`config.mk`:
```
export PLATFORM = sky130hd
export DESIGN_NAME = serial_subtractor
export DESIGN_NICKNAME = d
export VERILOG_FILES = /design/src/rtl/serial_subtractor_pkg.sv /design/src/rtl/serial_subtractor_fa_cell.sv /design/src/rtl/serial_subtractor.sv
export SDC_FILE = /design/constraint.sdc
export NUM_CORES = 1
export LEC_CHECK = 0
export CAP_MARGIN = 0
export CORE_MARGIN = 3
export CORE_UTILIZATION = 52
export CTS_CLUSTER_SIZE = 12
export DETAILED_ROUTE_END_ITERATION = 8
export PLACE_DENSITY = 0.85
export SYNTH_ARGS = -nofsm -noshare
export SYNTH_HDL_FRONTEND = slang
export SYNTH_SLANG_ARGS = --single-unit
export TNS_END_PERCENT = 1
```
`constraint.sdc`:
```
create_clock -name clk -period 1.86 [get_ports clk]
set_input_delay 0.186 -clock clk [delete_from_list [all_inputs] [get_ports clk]]
set_output_delay 0.186 -clock clk [all_outputs]
set_load 0.02 [all_outputs]
```
`src/rtl/serial_subtractor_pkg.sv`:
```
// ============================================================================
// Module   : serial_subtractor_pkg
// Purpose  : State encoding and default width for the bit-serial subtractor.
// Revision : 1.0 - initial release
// ============================================================================
`default_nettype none

package serial_subtractor_pkg;

    localparam int DEFAULT_WIDTH = 8;

    typedef enum logic [1:0] {
        IDLE  = 2'd0,
        SHIFT = 2'd1,
        DONE  = 2'd2
    } state_t;

endpackage

`default_nettype wire

```
`src/rtl/serial_subtractor_fa_cell.sv`:
```
// ============================================================================
// Module   : serial_fa_cell
// Purpose  : One-bit structural full adder used as the serial arithmetic cell.
// Revision : 1.0 - initial release
// ============================================================================
`default_nettype none

module serial_fa_cell (
    output logic sum,
    output logic carryout,
    input  logic a,
    input  logic b,
    input  logic carryin
);

    logic a_xor_b;

    assign a_xor_b  = a ^ b;
    assign sum      = a_xor_b ^ carryin;
    assign carryout = (a & b) | (a_xor_b & carryin);

endmodule

`default_nettype wire

```
`src/rtl/serial_subtractor.sv`:
```
// ============================================================================
// Module   : serial_subtractor
// Purpose  : Bit-serial two's-complement a - b, LSB first, one bit per clock.
//            Define SERIAL_SUB_ADD_MODE_EN to add an op_add input (a + b).
// Revision : 1.0 - initial release
// ============================================================================
`default_nettype none

module serial_subtractor
    import serial_subtractor_pkg::*;
#(
    parameter int WIDTH = DEFAULT_WIDTH
) (
    input  logic             clk,
    input  logic             reset_n,
    input  logic             start,
    input  logic [WIDTH-1:0] a,
    input  logic [WIDTH-1:0] b,
`ifdef SERIAL_SUB_ADD_MODE_EN
    input  logic             op_add,
`endif
    output logic             busy,
    output logic             done,
    output logic [WIDTH-1:0] difference,
    output logic             borrow_out,
    output logic             overflow,
    output logic             zero
);

    localparam int               CNT_W    = $clog2(WIDTH + 1);
    localparam logic [CNT_W-1:0] CNT_LAST = CNT_W'(WIDTH - 1);

    state_t           state;
    logic [WIDTH-1:0] a_sh;
    logic [WIDTH-1:0] b_sh;
    logic [WIDTH-1:0] res_sh;
    logic [CNT_W-1:0] cnt;
    logic             carry;
    logic             zacc;
    logic             a_sign;
    logic             b_sign;
    logic             invert_b;
    logic             invert_b_in;
    logic             accept;
    logic             fa_sum;
    logic             fa_co;
    logic [WIDTH-1:0] res_next;
    logic             zacc_next;

`ifdef SERIAL_SUB_ADD_MODE_EN
    logic add_q;
    assign invert_b    = ~add_q;
    assign invert_b_in = ~op_add;
`else
    assign invert_b    = 1'b1;
    assign invert_b_in = 1'b1;
`endif

    assign accept    = start && ((state == IDLE) || (state == DONE));
    assign res_next  = {fa_sum, res_sh[WIDTH-1:1]};
    assign zacc_next = zacc & ~fa_sum;

    serial_fa_cell u_fa (
        .sum      (fa_sum),
        .carryout (fa_co),
        .a        (a_sh[0]),
        .b        (b_sh[0] ^ invert_b),
        .carryin  (carry)
    );

    always_ff @(posedge clk or negedge reset_n) begin
        if (!reset_n) begin
            state      <= IDLE;
            busy       <= 1'b0;
            done       <= 1'b0;
            difference <= '0;
            borrow_out <= 1'b0;
            overflow   <= 1'b0;
            zero       <= 1'b0;
            a_sh       <= '0;
            b_sh       <= '0;
            res_sh     <= '0;
            cnt        <= '0;
            carry      <= 1'b0;
            zacc       <= 1'b0;
            a_sign     <= 1'b0;
            b_sign     <= 1'b0;
`ifdef SERIAL_SUB_ADD_MODE_EN
            add_q      <= 1'b0;
`endif
        end else begin
            // Capture is shared by the IDLE and DONE (back-to-back) paths.
            if (accept) begin
                a_sh   <= a;
                b_sh   <= b;
                a_sign <= a[WIDTH-1];
                b_sign <= b[WIDTH-1];
                carry  <= invert_b_in;
                cnt    <= '0;
                zacc   <= 1'b1;
`ifdef SERIAL_SUB_ADD_MODE_EN
                add_q  <= op_add;
`endif
            end
            case (state)
                IDLE: begin
                    done <= 1'b0;
                    if (start) begin
                        busy  <= 1'b1;
                        state <= SHIFT;
                    end
                end
                SHIFT: begin
                    a_sh   <= a_sh >> 1;
                    b_sh   <= b_sh >> 1;
                    res_sh <= res_next;
                    carry  <= fa_co;
                    zacc   <= zacc_next;
                    cnt    <= cnt + CNT_W'(1);
                    if (cnt == CNT_LAST) begin
                        state      <= DONE;
                        busy       <= 1'b0;
                        done       <= 1'b1;
                        difference <= res_next;
                        borrow_out <= fa_co ^ invert_b;
                        zero       <= zacc_next;
                        // Subtract overflows on differing signs, add on equal signs.
                        overflow   <= ((a_sign ^ b_sign) == invert_b) &&
                                      (res_next[WIDTH-1] != a_sign);
                    end
                end
                DONE: begin
                    done <= 1'b0;
                    if (start) begin
                        busy  <= 1'b1;
                        state <= SHIFT;
                    end else begin
                        state <= IDLE;
                    end
                end
                default: begin
                    busy  <= 1'b0;
                    done  <= 1'b0;
                    state <= IDLE;
                end
            endcase
        end
    end

endmodule

`default_nettype wire
```
==> results_dict.tcl <==
set metrics [dict create \
    status "finished clean" \
    post-route-period-util_pct 83.9 \
    leakage_nw 1.14 \
    row_count 21 \
    grt_usage_pct 19.4 \
    cts.sinks 46 \
    met1_usage_pct 24.1 \
    h-tree-depth 2 \
    cap_violations 0 \
    path_class "reg2reg" \
    ys_ff_latch 46 \
    antennaDiodeCount 0 \
    use_met3_pct 7.32 \
    dpl.cell_count 243 \
    post-route-min-period_ps 1560 \
    cts_root_buf "clkbuf_8" \
    syn_avg_cell_area_um2 11.3 \
    drc 0 \
    grt_max_degree 27 \
    netlist_instances 172 \
    dpl.hpwl_um 2630 \
    tns_ps 0 \
    cts_resized 0 \
    area_delta_synth_final_pct 22.1 \
    crit_path_start_kind "register" \
    routed_wl_um 3710 \
    cts_tree "yes" \
    nets 226 \
    hold_violations 0 \
    final_layout_size_suffix_gt1_share_pct 11.2 \
    die_width_um 67.2 \
    powerDensity_nw_per_um2 1700 \
    grt_pass1_vias 1438 \
    cts_setup_buffers 0 \
    drtPass1Iterations 5 \
    viasPerCell 5.45 \
    start_util_pct 56.2 \
    arrival_ps 1760 \
    num-fill-cells 278 \
    crit_path_end_kind "register" \
    ioPinCount 32 \
    clkTransAtPathRegs_ps 80 \
    synth_edf_count 0 \
    num_vias 1369 \
    synth_cell_types 31 \
    routedWlPerCell_um 14.8 \
    whs_ps 381 \
    multi_input_area_um2 719 \
    required_ps 2050 \
    seq_area_frac_synth_pct 59.1 \
    grt_overflow_total 0 \
    post-place-ws_ps 239 \
    clock_latency_ps 300 \
    synth_nets 193 \
    holdBufCountCts 1 \
    coreArea_um2 3470 \
    use_met2_pct 30.9 \
    globalplace.congestion 0.774 \
    max_freq_mhz 640 \
    seqCellArea_um2 1150 \
    layout_commonest_cell "dfrtp_1" \
    drt_iter0_drc 108 \
    fin_worst_skew_ps 8.10 \
    port-buffer-count 31 \
    async_reset_ff_share_pct 100 \
    yosys_warnings 0 \
    numCtsBuffers 5 \
    busiest_layer "met2" \
    min_path_type "in2async" \
    crit_fanout 5 \
    synth_flop_cell "dfrtp_1" \
    ir_drop_uv 718 \
    die-height_um 67.2 \
    worst_pin_slew_ps 673 \
    netlist_area_um2 1950 \
    grt_pass1_wl_um 6490 \
    max_slew_margin_pct 55.1 \
    p_total_mw 4.04 \
    antenna_found_initial 0 \
    die-area_um2 4520 \
    drtAntennaViolNets 0 \
    cts_buffer_depth 2 \
    final_cell_mix "dfrtp_1 (46), nand2_1 (41), clkdlybuf4s50_1 (30)" \
    rsz0062_at_grt "false" \
    fin_ws_ps 299 \
    fin_cells 251 \
    finalSetupViolCount 0 \
    drv_slew 0 \
]
path summary, 6_finish.rpt:
path                           start         to  slack (ps)  depth (start not counted)
max                          b_sh[0]   overflow         300                          5
min reg2reg                res_sh[2]  res_sh[1]         490                          2
max reg2reg                  b_sh[0]   overflow         300                          5
min in group clk                a[1]    a_sh[1]         480                          3
min                          reset_n   state[0]         380                          2
max in group asynchronous    reset_n    b_sh[0]         980                          3
synthesized netlist by cell type, types with 2 or more instances:
master    number  area share [%]
a22o_1         3             1.3
clkbuf_1       5            0.96
mux2_2         2             1.2
nand2_1       41             7.9
nor2_1         6             1.2
buf_1          2            0.39
nand2b_1       2            0.64
nor3_1         2            0.51
inv_1          3            0.58
buf_2          2            0.51
nand3_1       14             3.6
mux2_4         8             6.2
dfrtp_1       46              59
a21o_1         2            0.77
o21ai_0        3            0.77
mux2i_1        3             1.5
nor2b_1        2            0.64
a22oi_1       13             5.0
routing by layer:
metal | vias up | routed length, um | share of wire [%]
li1 | 651 | - | -
met1 | 669 | 1560 | 42
met2 | 44 | 1850 | 50
met3 | 5 | 253 | 6.8
met4 | 0 | 51 | 1.4
met5 | - | 0 | 0
flip-flops by register name, indices dropped and copies added, names as in the netlist:
signal / count
a_sh: 8
res_sh: 7
difference: 8
busy: 1
cnt: 4
zero: 1
done: 1
a_sign: 1
b_sign: 1
b_sh: 8
state: 2
carry: 1
borrow_out: 1
zacc: 1
overflow: 1
through the flow:
stage / util [%] / area (um^2)
after CTS: 68.7 / 2380
after detailed placement: 66.2 / 2290
after global placement: 66.2 / 2290
after global routing: 68.7 / 2380
after floorplan: - / 1950
final: 68.7 / 2380
cells by family (layout without fill, tap and decap cells):
family	after synthesis	in the layout	share of synthesized area, %
AO/OA/AOI/OAI	23	23	8.86
multiplexers	13	13	8.86
buffers and inverters	14	47	4.04
AND/OR/NAND/NOR	74	74	17.5
adder cells (fa/ha/maj)	2	2	1.67
flip-flops	46	46	59.0
layout make-up:
type / instances / area share, %
Sequential cell: 46 / 48.3
Timing Repair Buffer: 37 / 15.3
Tap cell: 46 / 2.42
Inverter: 3 / 0.473
Clock buffer: 7 / 3.21
Multi-Input combinational cell: 112 / 30.2
critical path, stage by stage, from the launching register on:
cell      delay, ps
dfrtp_1         330
inv_1            70
fa_1            620
nand2b_1        120
o21ai_0          70
mux2_2          260
power by group:
group          total (mW)  switching, mW  internal (mW)
Clock               0.571          0.312          0.259
Sequential           1.74          0.291           1.45
Combinational        1.73          0.880          0.845
(Power assumes the default switching activity.)
